==> config.mk <==
export PLATFORM = sky130hd
export DESIGN_NAME = display
export DESIGN_NICKNAME = d
export VERILOG_FILES = /design/src/rtl/display.sv
export SDC_FILE = /design/constraint.sdc
export NUM_CORES = 1
export LEC_CHECK = 0
export ABC_CLOCK_PERIOD_IN_PS = 16100
export CAP_MARGIN = 20
export CORE_MARGIN = 1.5
export CORE_UTILIZATION = 50
export DETAILED_ROUTE_END_ITERATION = 7
export PLACE_DENSITY = 0.76
export SETUP_SLACK_MARGIN = 0.02
export SLEW_MARGIN = 20
export SYNTH_ARGS = -nofsm -noshare
export SYNTH_HDL_FRONTEND = slang
export SYNTH_SLANG_ARGS = --single-unit
==> constraint.sdc <==
create_clock -name clk -period 16.1 [get_ports clk]
set_clock_uncertainty 0.05 [all_clocks]
set_input_delay 3.22 -clock clk [delete_from_list [all_inputs] [get_ports clk]]
set_output_delay 3.22 -clock clk [all_outputs]
set_load 0.005 [all_outputs]
==> src/rtl/display.sv <==
// display: operand entry, result selection and time-multiplexed 7-segment scan for the two-operand calculator.
// Optional build macro LEADING_ZERO_BLANK_EN blanks leading zeros of arithmetic results.
module display #(
    parameter int REFRESH_BITS = 18
) (
    input  logic       clk,
    input  logic       rst,
    input  logic [8:0] B,
    output logic [6:0] mux_out,
    output logic [3:0] decoder_out
);
    localparam logic [3:0] CH_MINUS = 4'd10;
    localparam logic [3:0] CH_BLANK = 4'd11;
    localparam logic [3:0] CH_E     = 4'd12;
    localparam logic [3:0] CH_R     = 4'd13;

    logic [3:0]              digit_r [4];
    logic [3:0]              btn_prev_r;
    logic [REFRESH_BITS-1:0] cnt_r;
    logic [3:0]              rise_s;
    logic [6:0]              a_s;
    logic [6:0]              bv_s;
    logic [13:0]             value_s;
    logic                    negative_s;
    logic                    error_s;
    logic                    result_view_s;
    logic [15:0]             bcd_s;
    logic [3:0]              char_s [4];
    logic [1:0]              pos_s;
    logic [3:0]              char_sel_s;
`ifdef LEADING_ZERO_BLANK_EN
    logic                    lead_zero_s;
`endif

    function automatic logic [6:0] glyph(input logic [3:0] c);
        logic [6:0] seg;
        case (c)
            4'd0:    seg = 7'b1000000;
            4'd1:    seg = 7'b1111001;
            4'd2:    seg = 7'b0100100;
            4'd3:    seg = 7'b0110000;
            4'd4:    seg = 7'b0011001;
            4'd5:    seg = 7'b0010010;
            4'd6:    seg = 7'b0000010;
            4'd7:    seg = 7'b1111000;
            4'd8:    seg = 7'b0000000;
            4'd9:    seg = 7'b0010000;
            CH_MINUS: seg = 7'b0111111;
            CH_E:    seg = 7'b0000110;
            CH_R:    seg = 7'b0101111;
            default: seg = 7'b1111111;
        endcase
        return seg;
    endfunction

    // Shift-add-3 conversion; 14 bits covers the largest product, 9801.
    function automatic logic [15:0] bin2bcd(input logic [13:0] bin);
        logic [15:0] bcd;
        bcd = 16'd0;
        for (int i = 13; i >= 0; i--) begin
            for (int n = 0; n < 4; n++) begin
                if (bcd[n*4 +: 4] >= 4'd5) bcd[n*4 +: 4] = bcd[n*4 +: 4] + 4'd3;
                else bcd[n*4 +: 4] = bcd[n*4 +: 4];
            end
            bcd = {bcd[14:0], bin[i]};
        end
        return bcd;
    endfunction

    assign rise_s = B[3:0] & ~btn_prev_r;
    assign a_s    = {3'd0, digit_r[0]} * 7'd10 + {3'd0, digit_r[1]};
    assign bv_s   = {3'd0, digit_r[2]} * 7'd10 + {3'd0, digit_r[3]};
    assign bcd_s  = bin2bcd(value_s);
    assign pos_s  = cnt_r[REFRESH_BITS-1 -: 2];
    assign char_sel_s = char_s[pos_s];

    // Digit entry; history follows B even in reset so a held button does not count on release.
    always_ff @(posedge clk) begin
        if (rst) begin
            for (int i = 0; i < 4; i++) digit_r[i] <= 4'd0;
            btn_prev_r <= B[3:0];
        end else begin
            for (int i = 0; i < 4; i++) begin
                if (rise_s[i]) digit_r[i] <= (digit_r[i] == 4'd9) ? 4'd0 : digit_r[i] + 4'd1;
                else digit_r[i] <= digit_r[i];
            end
            btn_prev_r <= B[3:0];
        end
    end

    // Arithmetic view selection, highest-numbered button wins.
    always_comb begin
        value_s       = 14'd0;
        negative_s    = 1'b0;
        error_s       = 1'b0;
        result_view_s = 1'b1;
        if (B[8]) begin
            result_view_s = 1'b0;
        end else if (B[7]) begin
            if (bv_s == 7'd0) error_s = 1'b1;
            else value_s = {7'd0, a_s / bv_s};
        end else if (B[6]) begin
            value_s = {7'd0, a_s} * {7'd0, bv_s};
        end else if (B[5]) begin
            if (a_s >= bv_s) begin
                value_s = {7'd0, a_s - bv_s};
            end else begin
                negative_s = 1'b1;
                value_s    = {7'd0, bv_s - a_s};
            end
        end else if (B[4]) begin
            value_s = {7'd0, a_s} + {7'd0, bv_s};
        end else begin
            result_view_s = 1'b0;
        end
    end

    // Character per position P0..P3 for the selected view.
    always_comb begin
        for (int p = 0; p < 4; p++) char_s[p] = digit_r[p];
`ifdef LEADING_ZERO_BLANK_EN
        lead_zero_s = 1'b1;
`endif
        if (!result_view_s) begin
            for (int p = 0; p < 4; p++) char_s[p] = digit_r[p];
        end else if (error_s) begin
            char_s[0] = CH_BLANK;
            char_s[1] = CH_E;
            char_s[2] = CH_R;
            char_s[3] = CH_R;
        end else begin
            char_s[0] = negative_s ? CH_MINUS : bcd_s[15:12];
            char_s[1] = bcd_s[11:8];
            char_s[2] = bcd_s[7:4];
            char_s[3] = bcd_s[3:0];
`ifdef LEADING_ZERO_BLANK_EN
            for (int p = 0; p < 3; p++) begin
                if (lead_zero_s && char_s[p] == 4'd0) char_s[p] = CH_BLANK;
                else if (char_s[p] != CH_MINUS) lead_zero_s = 1'b0;
                else lead_zero_s = lead_zero_s;
            end
`endif
        end
    end

    // Scan counter and registered segment/anode pins.
    always_ff @(posedge clk) begin
        if (rst) begin
            cnt_r       <= {REFRESH_BITS{1'b0}};
            mux_out     <= 7'h7F;
            decoder_out <= 4'hF;
        end else begin
            cnt_r       <= cnt_r + {{(REFRESH_BITS-1){1'b0}}, 1'b1};
            mux_out     <= glyph(char_sel_s);
            decoder_out <= ~(4'b1000 >> pos_s);
        end
    end

endmodule

* Word-level counts from Yosys, hierarchy flattened *
Memories as Yosys holds them, arrays and structs flattened. A register that Yosys moved wholly into a read port is not among the register bits.
Index checks and enable logic that the tools add are counted.

cells by class
  magnitude comparators = 48
  shifts and indexed selects = 1
  add/subtract/negate cells = 56
  equality and inequality tests = 4
  div/mod/pow operators = 1
  bitwise operators = 12
  mux-type cells = 110
  reduce and logical (&&, ||, !) cells = 1
  multiply operators = 3

operators by type and width
  operator                                                                             count
  4-bit 2-to-1 mux                                                                     50
  4-bit by 3-bit greater-or-equal comparator with 1-bit output, second input constant  42
  4-bit by 2-bit adder with 4-bit output, second input constant                        33
  14-bit 2-to-1 mux                                                                    4
  1-bit 2-to-1 mux                                                                     39
  3-bit 2-to-1 mux                                                                     11
  16-bit 2-to-1 mux                                                                    2
  3-bit by 2-bit adder with 3-bit output, second input constant                        9
  18-bit by 1-bit adder with 18-bit output, second input constant                      1
  4-bit by 1-bit adder with 4-bit output, second input constant                        4
  4-bit equality test, second input constant                                           4
  7-bit by 4-bit adder with 7-bit output                                               2
  7-bit by 7-bit multiplier with 14-bit output                                         1
  7-bit 2-to-1 mux                                                                     2
  7-bit subtractor                                                                     2
  4-bit by 3-bit multiplier with 6-bit output, second input constant                   2
  1-bit by 2-bit adder with 3-bit output, second input constant                        3
  1-bit by 3-bit greater-or-equal comparator with 1-bit output, second input constant  3
  7-bit by 7-bit adder with 8-bit output                                               1
  4-bit binary-select mux with 2-bit select                                            1
  8-bit 2-to-1 mux                                                                     1
  4-bit inverter                                                                       2
  1-bit OR                                                                             8
  7-bit by 7-bit divider with 7-bit output                                             1
  8 further kinds                                                                      8

storage, ports and cells
  bits in read-only memories = 112
  memory bits (writable) = 16
  register bits = 26
  memories = 2
  logic and storage cells = 241
  output and inout port bits = 11
  input bits = 11

memory list
  memory           words  width  read ports  clocked after memory_dff  wr ports  RTL line  text
  (no name shown)  16     7      1           1                         0         37        case (c)
  digit_r          4      4      4           0                         4         17        logic [3:0] digit_r [4];

* Depth between registers and ports, before layout *
Gate-level depths: netlist of run 1.
An unclocked memory read counts as a cell.

  word-level depth = 41
  gate-level depth with buffers = 81
  mapped depth without buffers = 81

* Worst setup path before layout of run 1 *
Ideal clock, no wire load.

  path type = register to register
  start = mem digit_r[2][1]
  end = reg mux_out[4]
  data arrival time = 15.501 ns
  cell stages (with the launch flop) = 77
  clock period less this slack = 15.671 ns
  path slack = 0.429 ns
  setup time = 0.120 ns
  data required time = 15.930 ns
  path buffers = 1
  path through = edfxtp_1 ha_1 ha_1 fa_1 xnor2_1 inv_1 nand2_1 fa_1 fa_1 inv_1 fa_1 inv_1 fa_1 inv_1 ha_1 a21oi_1 o211ai_1 a21oi_2 [41 not listed] a31o_2 clkbuf_1 and3_1 a21oi_1 ha_1 nand2b_1 o22ai_1 a22oi_1 o211ai_1 a31oi_1 and3b_1 nor4_1 nand3_2 inv_1 ha_1 mux2_1 nor2_1 a211o_1

RTL lines
  what                RTL line  text
  start: declaration  17
  end: declaration    9         output logic [6:0] mux_out,

==> summary.md, run 1 <==
| Metric | Value |
|---|---|
| Status | `finished, final reports clean` |
| CP Class | `flip-flop to flip-flop` |
| Syn. warnings | `0` |
| Synth Register Bits | `roughly 50` |
| Netlist Area Pre-Place | `~0.011 mm2` |
| Synth Flop Type | `dfxtp_1` |
| Routed via count | `~10k` |
| HPWL after DPL | `around 20,000 um` |
| Post-synth top area share | `between 10% and 20%` |
| Die Ht | `approximately 150 um` |
| GPL Wtd Cong | `around 0.92` |
| Initial antenna violation count | `0` |
| H-tree Lvls | `2` |
| Number of nets with antenna violations after routing | `0` |
| Number of global-route vias before repair | `approximately 9k` |
| WL/cell | `between 15 and 20 um` |
| WL final | `~26,000 um` |
| Pins Over Slew Limit | `0` |
| CTS clk-pin slew, worst paths | `60 ps` |
| Clock Path Buffers | `2` |
| Core area | `0.02096 mm2` |
| Largest area contributor in the netlist | `ha_1` |
| Post-synth EDFFs | `16` |
| HP Class | `flip-flop to flip-flop` |
| Critical Path End Type | `flip-flop` |
| Vias/cell | `around 6` |
| Num CTS Buffers | `5` |
| Layout cell share with drive strength beyond 1 | `roughly 16%` |
| Worst r2r src | `digit_r[2][3]` |
| Clock sink count | `49` |
| Final hold vios | `0` |
| Yosys cell types | `123` |
| Root Buffer | `clkbuf_16` |
| Top cells by area, synth | `ha_1, dfxtp_1, fa_1` |
| Slowest-stage cell, CP | `fa_1` |
| RSZ-0062 raised after global routing | `yes` |
| TritonCTS clock tree | `yes` |
| Worst Hold End | `cnt_r[0]` |
| Final setup fails | `0` |
| Synth top cells by count | `ha_1, nor2_1, inv_1` |
| Starting Density | `50.69%` |
| Slowest cell delay on critical path | `around 580 ps` |
| First drt pass iteration count | `5` |
| Die area | `approximately 0.022 mm2` |
| Worst-path fanout max | `7` |
| Slew @ Worst Pin | `906.1 ps` |
| Area after DPL | `roughly 0.011 mm2` |
| Post-synthesis sequential area ratio | `between 10% and 20%` |
| Count leader, synth | `ha_1` |
| Port bufs | `21` |
| Hold depth | `1` |
| Reg2reg setup slack | `between 400 and 500 ps` |
| First-pass GRT wire length | `~42,000 um` |
| Nets | `1,569` |
| Syn_nets | `roughly 1.5k` |
| Ports | `22` |
| Diodes inserted | `0` |
| Site Rows | `53` |
| Hold_sp | `cnt_r[0]` |
| Worst-Skew Late Latency | `between 200 and 300 ps` |
| F_max | `approximately 64 MHz` |
| R2R cell count | `between 70 and 80` |
| CP startpoint kind | `flip-flop` |
| Hold_buf cts | `0` |
| Max-slew headroom | `39.19%` |
| Avg Cell Area, Syn | `8.005 um2` |
| CP most frequent cell | `inv_1` |
| Cells after synthesis | `1,327` |
| GRT Util Overall | `22.63%` |
| Fin crit period | `around 16,000 ps` |
| Largest net degree at the start of global routing | `42` |
| Area growth syn-to-layout | `13.09%` |
| Worst EP arrival | `about 16,000 ps` |
| Post-route DRC | `0` |
| Synth async-reset ratio | `0%` |
| Finished layout cell area | `about 0.012 mm2` |
| Die width | `between 100 and 150 um` |
| WP data required | `approximately 16,000 ps` |
| DRT iter0 DRCs | `approximately 670` |
| Period utilisation layout | `a little over nine tenths` |
| Worst reg2reg path endpoint | `mux_out[4]` |
| GR Overflow Total | `0` |
| Max Cap Violations | `0` |
[layout make-up]
cell class	count	area, um2
fill	1861	8942
timing repair buffer	80	653.1
sequential	49	1141
clock inverter	2	12.51
clock buffer	6	138.9
tap	275	344.1
multi-input combinational	1129	9280
inverter	118	442.9
[timing repair]
item                                    CTS  global route
endpoints found under the setup margin    7             7
resized for setup                         4            73
buffers inserted                          7            27
pin swaps                                 4            36
[cell usage in the layout (no fill, tap or decap), types with 11 or more instances in the layout]
cell type | netlist | routed
nor2_1 | 134 | 132
ha_1 | 144 | 131
inv_1 | 109 | 105
nand2_1 | 100 | 99
a21oi_1 | 76 | 70
buf_4 | 6 | 59
o21ai_0 | 49 | 48
dfxtp_1 | 33 | 33
fa_1 | 31 | 31
xnor2_1 | 34 | 29
xor2_1 | 30 | 29
mux2i_1 | 31 | 29
nand2b_1 | 27 | 26
o21ai_1 | 28 | 25
nand3_1 | 27 | 25
nor2b_1 | 25 | 25
a21o_1 | 24 | 24
nor3_1 | 24 | 23
clkdlybuf4s50_1 | 0 | 21
o21a_1 | 20 | 20
edfxtp_1 | 16 | 16
a211oi_1 | 20 | 15
nand4_1 | 15 | 15
o211ai_1 | 14 | 14
and2_1 | 12 | 12
and3_1 | 13 | 12
o21bai_1 | 12 | 12
a22oi_1 | 12 | 11
inv_2 | 7 | 11
a31oi_1 | 11 | 11
[worst max-delay path: cells and delay by family (launching register included)]
family          cells  cell delay [ps]
mux                 2              380
xor+xnor            3              500
compound gates     24             4740
buf+inv            12             1050
flops               1              450
fa+ha+maj          17             5440
simple gates       19             2930
[through the flow]
stage | utilization [%] | std cells | TNS (ps) | worst slack [ps] | hold WS (ps)
after floorplan | - | 1327 | 0 | 429.1 | 363.0
after global placement | 53.48 | 1617 | 0 | 196.8 | 373.6
after detailed placement | 53.48 | 1617 | -952.8 | -284.5 | 388.2
after CTS | 54.53 | 1632 | -11.62 | -11.62 | 397.3
after global routing | 57.33 | 1659 | -1409 | -309.1 | 416.3
final | 57.33 | 1659 | 0 | 466.1 | 391.2
[worst max path at each step]
| stage | start | to | slack, ps | cells after the start |
|---|---|---|---|---|
| global placement | digit_r[0][0] | mux_out[4] | 200 | 80 |
| CTS | digit_r[2][3] | mux_out[4] | -10 | 80 |
| detailed placement | digit_r[0][1] | mux_out[4] | -280 | 76 |
| floorplan | digit_r[2][1] | mux_out[4] | 430 | 76 |
| global route | digit_r[2][3] | mux_out[4] | -310 | 77 |
| finish | digit_r[2][3] | mux_out[4] | 470 | 77 |
[logic make-up after synthesis]
group,count (synthesis),share of synthesized area (%)
fa+ha+maj,175,22.80
flops,49,10.74
compound gates,400,28.34
simple gates,433,20.61
mux,49,5.289
xor+xnor,72,6.561
buf+inv,149,5.654
[registers in the layout, indices dropped and copies added, names as in the netlist]
name	count
cnt_r	18
digit_r	16
mux_out	7
btn_prev_r	4
decoder_out	4
[metal layers]
metal | part of all wire [%] | wire [um] | vias to the layer above | global-route usage, %
met4 | 2.0 | 529 | 0 | 5.891
li1 | - | - | 4955 | -
met3 | 4.3 | 1141 | 46 | 1.713
met2 | 47 | 12420 | 262 | 38.56
met1 | 46 | 12230 | 4711 | 30.90
met5 | 0 | 0 | - | 0
Power of run 1 is left out: the tool's default activity adds up to more than one toggle a clock period on the data nets, which glitch-free logic cannot reach.
==> run 2, diff against run 1 <==
- ABC_AREA: unset -> 0
==> results of run 2 <==
No change in the layout: final DEF, timing and power equal those of run 1.
Power of run 2 is left out for the same reason.
==> run 3, diff against run 2 <==
- CTS_BUF_LIST: unset -> sky130_fd_sc_hd__clkbuf_2
- PLACE_DENSITY: 0.76 -> 0.73
==> run 3 against run 2 <==
Final area shrank 1.2%. Routed wire length up 0.15%. Die area unchanged. Flip-flop and latch count is the same. Clock-buffer cell count is 1 lower. Fmax increased by 2.1%.
==> summary.md, run 3 (synthesized netlist as in run 1, its figures left out) <==
| Metric | Value |
|---|---|
| Die Ht | `148.8 um (unchanged)` |
| Layout Cells excl Fill | `1,663 (was 1,659)` |
| Multi-input logic area | `0.009218 mm2 (was 0.009280 mm2)` |
| Nets | `1,573 (was 1,569)` |
| Diodes inserted | `0 (unchanged)` |
| First drt pass iteration count | `6 (was 5)` |
| Reg2reg setup slack | `780 ps (was 470 ps)` |
| Max-slew headroom | `43.72% (was 39.19%)` |
| HP Class | `flip-flop to flip-flop (unchanged)` |
| GR Overflow Total | `0 (unchanged)` |
| Final setup fails | `0 (unchanged)` |
| WP data required | `16,400 ps (was 16,220 ps)` |
| CP startpoint kind | `flip-flop (unchanged)` |
| CP Class | `flip-flop to flip-flop (unchanged)` |
| Storage cell area | `0.001141 mm2 (unchanged)` |
| DP Worst Slack | `-188.5 ps (was -284.5 ps)` |
| Period utilisation layout | `95.14% (was 97.10%)` |
| Layout cell share with drive strength beyond 1 | `15.56% (was 16.40%)` |
| RSZ-0062 raised after global routing | `yes (unchanged)` |
| Worst-path fanout max | `8 (was 7)` |
| Status | `finished, final reports clean (unchanged)` |
| Number of nets with antenna violations after routing | `0 (unchanged)` |
| Post-route DRC | `0 (unchanged)` |
| Max FFs per register | `18 (unchanged)` |
| Critical Path End Type | `flip-flop (unchanged)` |
| DRT iter0 DRCs | `515 (was 666)` |
| Core area | `0.02096 mm2 (unchanged)` |
| Hold depth | `1 (unchanged)` |
| Starting Density | `50.69% (unchanged)` |
| Biggest regs | `cnt_r: 18 flops, digit_r: 16 flops, mux_out: 7 flops (unchanged)` |
| Worst EP arrival | `15,620 ps (was 15,750 ps)` |
| Delay-heaviest family, CP | `adder cells (unchanged)` |
| Number of global-route vias before repair | `9,129 (was 9,044)` |
| Routed via count | `10.02k (was 9,974)` |
| Vias/cell | `6.023 (was 6.012)` |
| Largest net degree at the start of global routing | `42 (unchanged)` |
| F_max | `65.28 MHz (was 63.96 MHz)` |
| CTS clk-pin slew, worst paths | `260 ps (was 60 ps)` |
| Num CTS Buffers | `5 (unchanged)` |
| WL/cell | `15.85 um (was 15.87 um)` |
| Worst Hold End | `cnt_r[0] (unchanged)` |
| Final hold vios | `0 (unchanged)` |
| Clock sink count | `49 (unchanged)` |
| Worst reg2reg path endpoint | `mux_out[2] (was mux_out[4])` |
| HPWL after DPL | `20,240 um (was 20,000 um)` |
| Filler cells | `1,936 (was 1,861)` |
| R2R cell count | `66 (was 77)` |
| Worst r2r src | `digit_r[0][1] (was digit_r[2][3])` |
| Initial antenna violation count | `0 (unchanged)` |
| Area growth syn-to-layout | `11.71% (was 13.09%)` |
| Worst Path Buf+Inv | `7 (was 12)` |
| Pins Over Slew Limit | `0 (unchanged)` |
| Root Buffer | `clkbuf_2 (was clkbuf_16)` |
| WL final | `26,370 um (was 26,330 um)` |
| GRT Util Overall | `22.73% (was 22.63%)` |
| Die width | `148.8 um (unchanged)` |
| Fin crit period | `15,320 ps (was 15,630 ps)` |
| Max Cap Violations | `0 (unchanged)` |
| CP most frequent cell | `ha_1 (was inv_1)` |
| Site Rows | `53 (unchanged)` |
| Hold_buf cts | `0 (unchanged)` |
| Clock Path Buffers | `2 (unchanged)` |
| Hold_sp | `cnt_r[0] (unchanged)` |
| Slowest cell delay on critical path | `520 ps (was 580 ps)` |
| Die area | `0.02213 mm2 (unchanged)` |
| First-pass GRT wire length | `42,360 um (was 42,460 um)` |
| TritonCTS clock tree | `yes (unchanged)` |
| Inst Count DP | `1,621 (was 1,617)` |
| Worst-Skew Late Latency | `420 ps (was 280 ps)` |
| Ports | `22 (unchanged)` |
| H-tree Lvls | `2 (unchanged)` |
| Port bufs | `21 (unchanged)` |
| Final critical-path setup slack | `782.0 ps (was 466.1 ps)` |
| Most frequent cells in the layout | `nor2_1, ha_1, inv_1 (unchanged)` |
| GPL Wtd Cong | `0.9005 (was 0.9191)` |
| Slew @ Worst Pin | `840.5 ps (was 906.1 ps)` |
| Most flops, register | `cnt_r (unchanged)` |
| Slowest-stage cell, CP | `edfxtp_1 (was fa_1)` |
[run 3: repair_timing]
action,4_1_cts,5_1_grt
pin swaps,1,30
resized for setup,2,60
hold endpoints to repair,0,0
setup buffers,3,30
gates cloned,0,1
endpoints found under the setup margin,7,7
[run 3: cell type report]
cell class              count  share of cell area [%]
flip-flops and latches     49                   9.616
clock inverters             3                  0.1687
well taps                 275                   2.900
inverters                 118                   3.733
clock buffers               5                  0.2109
repair buffers             83                   5.694
multi-input cells        1130                   77.68
[run 3: metal layers]
| metal | GRT usage [%] | vias to the layer above | wire length, um |
|---|---|---|---|
| li1 | - | 4971 | - |
| met1 | 31.29 | 4743 | 12410 |
| met2 | 38.58 | 239 | 12170 |
| met3 | 1.529 | 63 | 1122 |
| met4 | 5.891 | 0 | 664 |
| met5 | 0 | - | 0 |
[run 3: worst max-delay path by stage]
stage | from | endpoint | slack [ps] | cells after the start
floorplan | digit_r[2][1] | mux_out[4] | 430 | 76
global placement | digit_r[2][1] | mux_out[2] | 210 | 71
detailed placement | digit_r[0][0] | mux_out[4] | -190 | 80
CTS | digit_r[0][1] | mux_out[4] | 60 | 76
global route | digit_r[2][1] | mux_out[4] | -100 | 76
finish | digit_r[0][1] | mux_out[2] | 780 | 66
[run 3: through the flow]
stage	setup TNS (ps)	hold WS, ps	util (%)	cell area (um2)
finish	0	401.0	56.63	11870
detailed placement	-461.3	380.7	53.62	11240
global placement	0	373.7	53.62	11240
global route	-477.5	427.7	56.63	11870
floorplan	0	363.0	-	10620
CTS	0	407.6	53.99	11310
[run 3: worst register-to-register path, delay by kind of cell, from the launching register on]
kind | cells | cell delay [ps]
flops | 1 | 520
fa+ha+maj | 16 | 5180
compound gates | 22 | 4450
buf+inv | 7 | 710
xor+xnor | 3 | 620
mux | 2 | 590
simple gates | 16 | 3140
Power of run 3 is left out for the same reason.
